<file path="config.mk">
export PLATFORM = sky130hd
export DESIGN_NAME = gcd_lcm_seq_alu
export DESIGN_NICKNAME = d
export VERILOG_FILES = /design/src/rtl/gcd_lcm_seq_alu.sv
export SDC_FILE = /design/constraint.sdc
export NUM_CORES = 2
export LEC_CHECK = 0
export ABC_AREA = 1
export CAP_MARGIN = 30
export CORE_MARGIN = 1.5
export CORE_UTILIZATION = 60
export CTS_BUF_LIST = sky130_fd_sc_hd__clkbuf_8
export CTS_CLUSTER_SIZE = 28
export DETAILED_ROUTE_END_ITERATION = 8
export GPL_TIMING_DRIVEN = 0
export PLACE_DENSITY = 0.82
export SLEW_MARGIN = 20
export SYNTH_ARGS = -nofsm -noshare
export SYNTH_HDL_FRONTEND = slang
export SYNTH_SLANG_ARGS = --single-unit
</file>
<file path="constraint.sdc">
create_clock -name i_clk -period 10.4 [get_ports i_clk]
set_clock_uncertainty 0.2 [all_clocks]
set_input_delay 2.08 -clock i_clk [delete_from_list [all_inputs] [get_ports i_clk]]
set_output_delay 2.08 -clock i_clk [all_outputs]
set_load 0.1 [all_outputs]
</file>
<file path="src/rtl/gcd_lcm_seq_alu.sv">
// Multi-cycle GCD / LCM / ceil-log2 unit behind a start/done handshake.
// Euclid by subtract/swap, LCM via restoring divide (a / gcd) then a single multiply by b.
module gcd_lcm_seq_alu #(
  parameter int WIDTH = 32,
  parameter int CW    = $clog2(WIDTH + 1)
) (
  input  logic             i_clk,
  input  logic             i_rst,
  input  logic             i_start,
  input  logic [1:0]       i_op,
  input  logic [WIDTH-1:0] i_a,
  input  logic [WIDTH-1:0] i_b,
  output logic             o_busy,
  output logic             o_done,
  output logic [WIDTH-1:0] o_result,
  output logic             o_ovf,
  output logic             o_err
);

  typedef enum logic [2:0] {
    S_IDLE,
    S_GCD,
    S_DIV,
    S_MUL,
    S_CLOG,
    S_DONE
  } state_t;

  state_t r_state, w_nextState;

  logic [WIDTH-1:0]   r_a, r_b, r_quot, r_bOrig;
  logic [1:0]         r_op;
  logic [WIDTH:0]     r_rem;
  logic [CW-1:0]      r_cnt;
  logic               r_busy, r_done, r_ovf, r_err;
  logic [WIDTH-1:0]   r_result;

  logic [WIDTH:0]     w_remShift, w_remSub;
  logic               w_qBit, w_divLast;
  logic [2*WIDTH-1:0] w_prod;
  logic [WIDTH-1:0]   w_resultNext;
  logic               w_ovfNext, w_errNext;

  // r_quot starts out holding the dividend (original a) and fills with quotient bits from the right.
  assign w_remShift = {r_rem[WIDTH-1:0], r_quot[WIDTH-1]};
  assign w_remSub   = w_remShift - {1'b0, r_a};
  assign w_qBit     = ~w_remSub[WIDTH];
  assign w_divLast  = (r_cnt == CW'(WIDTH - 1));
  assign w_prod     = {{WIDTH{1'b0}}, r_quot} * {{WIDTH{1'b0}}, r_bOrig};

  always_ff @(posedge i_clk or posedge i_rst) begin
    if (i_rst) r_state <= S_IDLE;
    else       r_state <= w_nextState;
  end

  always_comb begin
    w_nextState  = r_state;
    w_resultNext = '0;
    w_ovfNext    = 1'b0;
    w_errNext    = 1'b0;
    case (r_state)
      S_IDLE: begin
        if (i_start) begin
          case (i_op)
            2'b00, 2'b01: w_nextState = S_GCD;
            2'b10:        w_nextState = S_CLOG;
            default: begin
              w_nextState = S_DONE;
              w_errNext   = 1'b1;
            end
          endcase
        end
      end
      S_GCD: begin
        // Terminates once B has reached zero without needing a swap; A is then the GCD.
        if (!(r_a < r_b) && (r_b == '0)) begin
          if (r_op == 2'b00) begin
            w_nextState  = S_DONE;
            w_resultNext = r_a;
          end else if (r_a == '0) begin
            w_nextState = S_DONE;
          end else begin
            w_nextState = S_DIV;
          end
        end
      end
      S_DIV: begin
        if (w_divLast) w_nextState = S_MUL;
      end
      S_MUL: begin
        w_nextState  = S_DONE;
        w_resultNext = w_prod[WIDTH-1:0];
        w_ovfNext    = |w_prod[2*WIDTH-1:WIDTH];
      end
      S_CLOG: begin
        if (r_a == '0) begin
          w_nextState  = S_DONE;
          w_resultNext = WIDTH'(r_cnt);
        end
      end
      S_DONE:  w_nextState = S_IDLE;
      default: w_nextState = S_IDLE;
    endcase
  end

  always_ff @(posedge i_clk or posedge i_rst) begin
    if (i_rst) begin
      r_a     <= '0;
      r_b     <= '0;
      r_quot  <= '0;
      r_bOrig <= '0;
      r_op    <= '0;
      r_rem   <= '0;
      r_cnt   <= '0;
    end else begin
      case (r_state)
        S_IDLE: begin
          if (i_start) begin
            // CLOG reuses r_a as the shift register T = a-1 (0 when a is 0).
            if (i_op == 2'b10) r_a <= (i_a == '0) ? '0 : i_a - WIDTH'(1);
            else               r_a <= i_a;
            r_b     <= i_b;
            r_quot  <= i_a;
            r_bOrig <= i_b;
            r_op    <= i_op;
            r_rem   <= '0;
            r_cnt   <= '0;
          end
        end
        S_GCD: begin
          if (r_a < r_b) begin
            r_a <= r_b;
            r_b <= r_a;
          end else if (r_b != '0) begin
            r_a <= r_a - r_b;
          end
        end
        S_DIV: begin
          r_rem  <= w_qBit ? w_remSub : w_remShift;
          r_quot <= {r_quot[WIDTH-2:0], w_qBit};
          r_cnt  <= r_cnt + CW'(1);
        end
        S_CLOG: begin
          if (r_a != '0) begin
            r_a   <= r_a >> 1;
            r_cnt <= r_cnt + CW'(1);
          end
        end
        default: ;
      endcase
    end
  end

  // Result flags are only touched on entry to DONE, so they hold between operations.
  always_ff @(posedge i_clk or posedge i_rst) begin
    if (i_rst) begin
      r_busy   <= 1'b0;
      r_done   <= 1'b0;
      r_result <= '0;
      r_ovf    <= 1'b0;
      r_err    <= 1'b0;
    end else begin
      r_busy <= (w_nextState == S_GCD) || (w_nextState == S_DIV) ||
                (w_nextState == S_MUL) || (w_nextState == S_CLOG);
      r_done <= (w_nextState == S_DONE);
      if (w_nextState == S_DONE) begin
        r_result <= w_resultNext;
        r_ovf    <= w_ovfNext;
        r_err    <= w_errNext;
      end
    end
  end

  assign o_busy   = r_busy;
  assign o_done   = r_done;
  assign o_result = r_result;
  assign o_ovf    = r_ovf;
  assign o_err    = r_err;

endmodule

</file>
# Yosys cells after proc, flatten, opt, wreduce, memory -nomap -nowiden
# Index checks and enable logic that the tools add are counted.
dict set report word_totals {
  reg_bits 207
  in_bits 69
  out_inout_bits 36
  elab_cells 95
}
dict set report classes {
  n_addsub 4
  mul 1
  order_cmp 1
  eq_ne 16
  muxes 34
  bitwise 1
  reduce_logical 25
}
# op count
set op_table {}
lappend op_table {{$mux W32} 13}
lappend op_table {{$pmux W32 S2} 3}
lappend op_table {{$pmux W32 S3} 2}
lappend op_table {{$logic_not A32 Y1} 3}
lappend op_table {{$mul A32 B32 Y64} 1}
lappend op_table {{$reduce_bool A32 Y1} 2}
lappend op_table {{$sub A33 B32 Y33} 1}
lappend op_table {{$lt A32 B32 Y1} 1}
lappend op_table {{$reduce_or A32 Y1} 1}
lappend op_table {{$sub A32 B1 Y32 const B} 1}
lappend op_table {{$sub A32 B32 Y32} 1}
lappend op_table {{$mux W3} 6}
lappend op_table {{$mux W6} 3}
lappend op_table {{$pmux W6 S3} 1}
lappend op_table {{$pmux W3 S5} 1}
lappend op_table {{$eq A3 B2 Y1 const B} 4}
lappend op_table {{$eq A3 B3 Y1 const B} 3}
lappend op_table {{$add A6 B1 Y6 const B} 1}
lappend op_table {{$eq A3 B1 Y1 const B} 2}
lappend op_table {{$eq A6 B5 Y1 const B} 1}
lappend op_table {{$ne A2 B2 Y1 const B} 3}
lappend op_table {{$pmux W3 S2} 1}
lappend op_table {{$reduce_and A3 Y1} 2}
lappend op_table {{$reduce_bool A3 Y1} 2}
lappend op_table {{other kinds (15)} 23}

# Longest topological paths before layout
dict set report logic_depth {
  word_depth 9
  ltp_mapped 39
  mapped_depth_nobuf 37
}

# Worst setup path before layout
# OpenSTA, ideal clock, no wires.
dict set report synth_timing {
  kind {register to register}
  startpoint {reg r_quot[21]}
  endpoint {reg r_ovf (netlist: o_ovf)}
  setup_ns 0.120
  arrival_ns 6.521
  t_required_ns 10.080
  path_slack_ns 3.560
  path_stages_with_launch 33
  path_buffers 2
  period_less_slack_ns 6.840
  path_cell_list {dfrtp_1 > clkbuf_1 > clkbuf_1 > nand2_1 > fa_1 > inv_1 > fa_1 > inv_1 > fa_1 > inv_1 > fa_1 > fa_1 > fa_1 > fa_1 > fa_1 > ha_1 > nand2_1 > nor2_1 > inv_1 > nor2_1 > nand2_1 > nand2_1 > inv_1 > nand2_1 > nand2_1 > nand3_1 > nand2_1 > nor2_1 > nand2_1 > nor2_1 > nand3_1 > nand2_1 > nand2_1}
}
dict set report synth_via {
  elab_chain_len 3
}
# element line
set synth_lines {}
lappend synth_lines {{start: declaration} 31} ;# logic [WIDTH-1:0] r_a, r_b, r_quot, r_bOrig;
lappend synth_lines {{start signal: assignment} 123} ;# r_quot <= i_a;
lappend synth_lines {{start signal: assignment} 140} ;# r_quot <= {r_quot[WIDTH-2:0], w_qBit};
lappend synth_lines {{$mul A32 B32 Y64} 49} ;# assign w_prod = {{WIDTH{1'b0}}, r_quot} * {{WIDTH{1'b0}}, r_bOrig};
lappend synth_lines {{$reduce_or A32 Y1} 93} ;# w_ovfNext = |w_prod[2*WIDTH-1:WIDTH];
lappend synth_lines {{$mux W1} 61} ;# case (r_state)
lappend synth_lines {{end signal: assignment} 168} ;# r_ovf <= w_ovfNext;
lappend synth_lines {{end: declaration} 35} ;# logic r_busy, r_done, r_ovf, r_err;
# Every way passes these cells.
# A chain may end at the register's enable or synchronous reset.

# Worst setup path in the final report
dict set report layout_timing {
  startpoint {reg r_bOrig[17]}
  endpoint {reg r_ovf (netlist: o_ovf)}
}
dict set report layout_via {
  elab_chain_len 3
}
# element line
set layout_lines {}
lappend layout_lines {{start: declaration} 31}
lappend layout_lines {{start signal: assignment} 124} ;# r_bOrig <= i_b;
lappend layout_lines {{$mul A32 B32 Y64} 49}
lappend layout_lines {{$reduce_or A32 Y1} 93}
lappend layout_lines {{$mux W1} 61}
# Every way passes these cells.

==> flow_summary.toml <==
[run_status]
status = "completed"

[drt]
wl_per_cell_um = 23.6
routed_via_density = 5.76
drt_iter0_markers = 5752
num_vias = 47900
ant_nets = 0
first_pass_iters = 7
drc = 0
wl_um = 197000

[cts]
cts_made_buffers = 37
root_buffer = "clkbuf_8"
cts_tree = "built"
clk_latency_ns = 0.62
clk_transition_reported_paths_ns = 0.06
clock_path_buffers = 3
cts_resized = 0
clock-sinks = 207
cts_hold_buffers = 0
htree_levels = 2
cts_setup_buffers = 0

[yosys]
synthCells = 7043
seq_area_frac_synth_pct = 10.3
ys_seq_elements = 207
yosysUniqueCellTypes = 56
synth_top_area_cell = "fa_1"
netlist_top_cells_area = "fa_1 36%, nand2_1 16%, inv_1 14%"
yosys.area.top_type_share_pct = 35.6
syn_avg_cell_area_um2 = 7.17
synth_ff_type = "dfrtp_1"
synth_edf_count = 0
synth_area_um2 = 50500
yosysWarnings = 0
synth_nets = 8339
ys_async_sr_fraction_pct = 100

[worst_hold_path]
min-delay-start = "o_result[4]"
min_path_type = "flip-flop to flip-flop"
holdPathEnd = "o_result[4]"
hold_depth = 2

[global_routing]
grt_pass1_wl_um = 294000
grt_pass1_vias = 48600
track_usage_pct = 46.6
grt_max_degree = 82
antenna_found_initial = 9
grt-ovfl-total = 0

[floorplanning]
die_width_um = 293
core_area_um2 = 83400
io_pins = 105
rows = 106
start_util_pct = 60.5
fp.dieH_um = 293
die-area_um2 = 85900

[worst_setup_path]
crit_top_cell = "nand2_1"
timing.reg2reg.worst_path_depth = 32
r2r_slack_ns = 1.20
crit_arrival_ns = 9.47
r2r_start = "r_bOrig[17]"
critical_path.startpoint = "r_bOrig[17]"
r2r-end = "o_ovf"
max_stage_delay_ns = 0.93
required_ns = 10.67
critical-path-slowest-cell = "clkbuf_1"
crit_type = "flip-flop to flip-flop"
path_max_fanout = 10
crit_path_start_kind = "flip-flop"
endpoint_kind = "flip-flop"

[timing]
rsz0062_at_grt = "false"
min_period_ns = 9.20
hold_ws_ns = 0.281
drv_slew = 0
max_freq_ghz = 0.109
tightest_slew_ns = 1.17
finalHoldViolCount = 0
finalSetupViolations = 0
period_share_pct = 88.5
max_slew_margin_pct = 22.1

[cells_and_area]
nets = 8508
multiInputGateArea_um2 = 36900
fillerInstances = 7418
layout-drive-gt1-share_pct = 2.31
seqCellArea_um2 = 5180
syn_to_final_growth_pct = 7.12

[placed_design]
portBuffers = 103
hpwl_um = 165000
place.gp.congestion = 1.13

[job]
maxCapViolCount = 0
[synthesized netlist by cell type (all sizes together), types with 4 or more instances]
| master | n |
|---|---|
| clkbuf | 302 |
| o21bai | 21 |
| xor2 | 26 |
| nor3 | 39 |
| nand4 | 32 |
| buf | 31 |
| nor4 | 27 |
| fa | 898 |
| o22ai | 8 |
| nand3b | 16 |
| dfrtp | 207 |
| nor2 | 319 |
| a21o | 6 |
| a21boi | 6 |
| a221oi | 5 |
| nand2 | 2102 |
| or2 | 15 |
| o211ai | 39 |
| inv | 1873 |
| nand3 | 169 |
| a31oi | 11 |
| ha | 329 |
| o221ai | 6 |
| o21ai | 286 |
| xnor2 | 25 |
| a22oi | 17 |
| o21a | 4 |
| a21oi | 191 |
| o31ai | 24 |
[worst max-delay path, delay by kind of cell, from the launching register on]
| kind | cells | cell delay, ns |
|---|---|---|
| buffers and inverters | 6 | 1.87 |
| adder cells (fa/ha/maj) | 9 | 4.39 |
| flip-flops | 1 | 0.32 |
| AND/OR/NAND/NOR | 17 | 2.26 |
[sequential cells by signal, summed over array words and instances, names as in the netlist]
| signal | count |
|---|---|
| r_rem | 32 |
| r_quot | 32 |
| r_op | 2 |
| o_busy | 1 |
| o_ovf | 1 |
| r_cnt | 6 |
| o_done | 1 |
| o_err | 1 |
| r_a | 32 |
| o_result | 32 |
| r_bOrig | 32 |
| r_state | 3 |
| r_b | 32 |
[kinds of logic (layout without fill, tap and decap cells)]
logic type,Yosys count,in the layout,synth area share [%]
flops,207,207,10.3
fa+ha+maj,1227,1227,43.8
simple gates,2724,2724,21.5
other cells,0,4,0
compound gates,626,626,6.97
xor+xnor,51,51,0.885
buf+inv,2208,2402,16.6
[cells in the final DEF (no fill, tap or decap), drive strengths merged, types with 24 or more instances in the layout]
| cell | count |
|---|---|
| nand2 | 2102 |
| dfrtp | 207 |
| ha | 329 |
| nor2 | 319 |
| buf | 58 |
| o31ai | 24 |
| a21oi | 191 |
| clkdlybuf4s50 | 103 |
| xor2 | 26 |
| fa | 898 |
| o21ai | 286 |
| nand3 | 169 |
| nor3 | 39 |
| xnor2 | 25 |
| nor4 | 27 |
| inv | 1885 |
| o211ai | 39 |
| clkbuf | 347 |
| nand4 | 32 |
[through the flow]
step	std cells	setup slack (ns)	instance area [um2]	util, %	TNS [ns]
CTS	8307	1.59	54000	64.7	0
detailed placement	8243	1.63	53100	63.7	0
floorplan	7043	2.47	50500	-	0
finish	8321	1.20	54100	64.8	0
global placement	8226	-0.538	52900	63.4	-106.14
global route	8318	1.16	54100	64.8	0
[layout make-up]
type	instances	share of cell area (%)
Antenna cell	4	0.0185
Buffer	333	2.48
Clock buffer	45	1.15
Clock inverter	19	0.377
Inverter	1875	13.0
Multi-Input combinational cell	4628	68.3
Sequential cell	207	9.58
Tap cell	1080	2.50
Timing Repair Buffer	130	2.58
[metal layers]
| layer | global-route usage [%] | routed length (um) | part of all wire (%) | up-vias |
|---|---|---|---|---|
| li1 | - | - | - | 20800 |
| met1 | 55.0 | 66900 | 34 | 22900 |
| met2 | 71.4 | 84600 | 43 | 3253 |
| met3 | 12.7 | 24600 | 12 | 973 |
| met4 | 38.4 | 20500 | 10 | 4 |
| met5 | 0 | 24 | 0.012 | - |
[worst max-delay path by stage]
stage | end | slack (ns) | cells after the start
after floorplan | o_busy | 2.47 | 1
final | o_ovf | 1.20 | 32
after CTS | o_ovf | 1.59 | 28
after detailed placement | o_ovf | 1.63 | 30
after global placement | r_bOrig[28] | -0.54 | 2
after global routing | o_ovf | 1.16 | 31
Power is left out: the tool's default activity adds up to more than one toggle a clock period on the data nets, which glitch-free logic cannot reach.
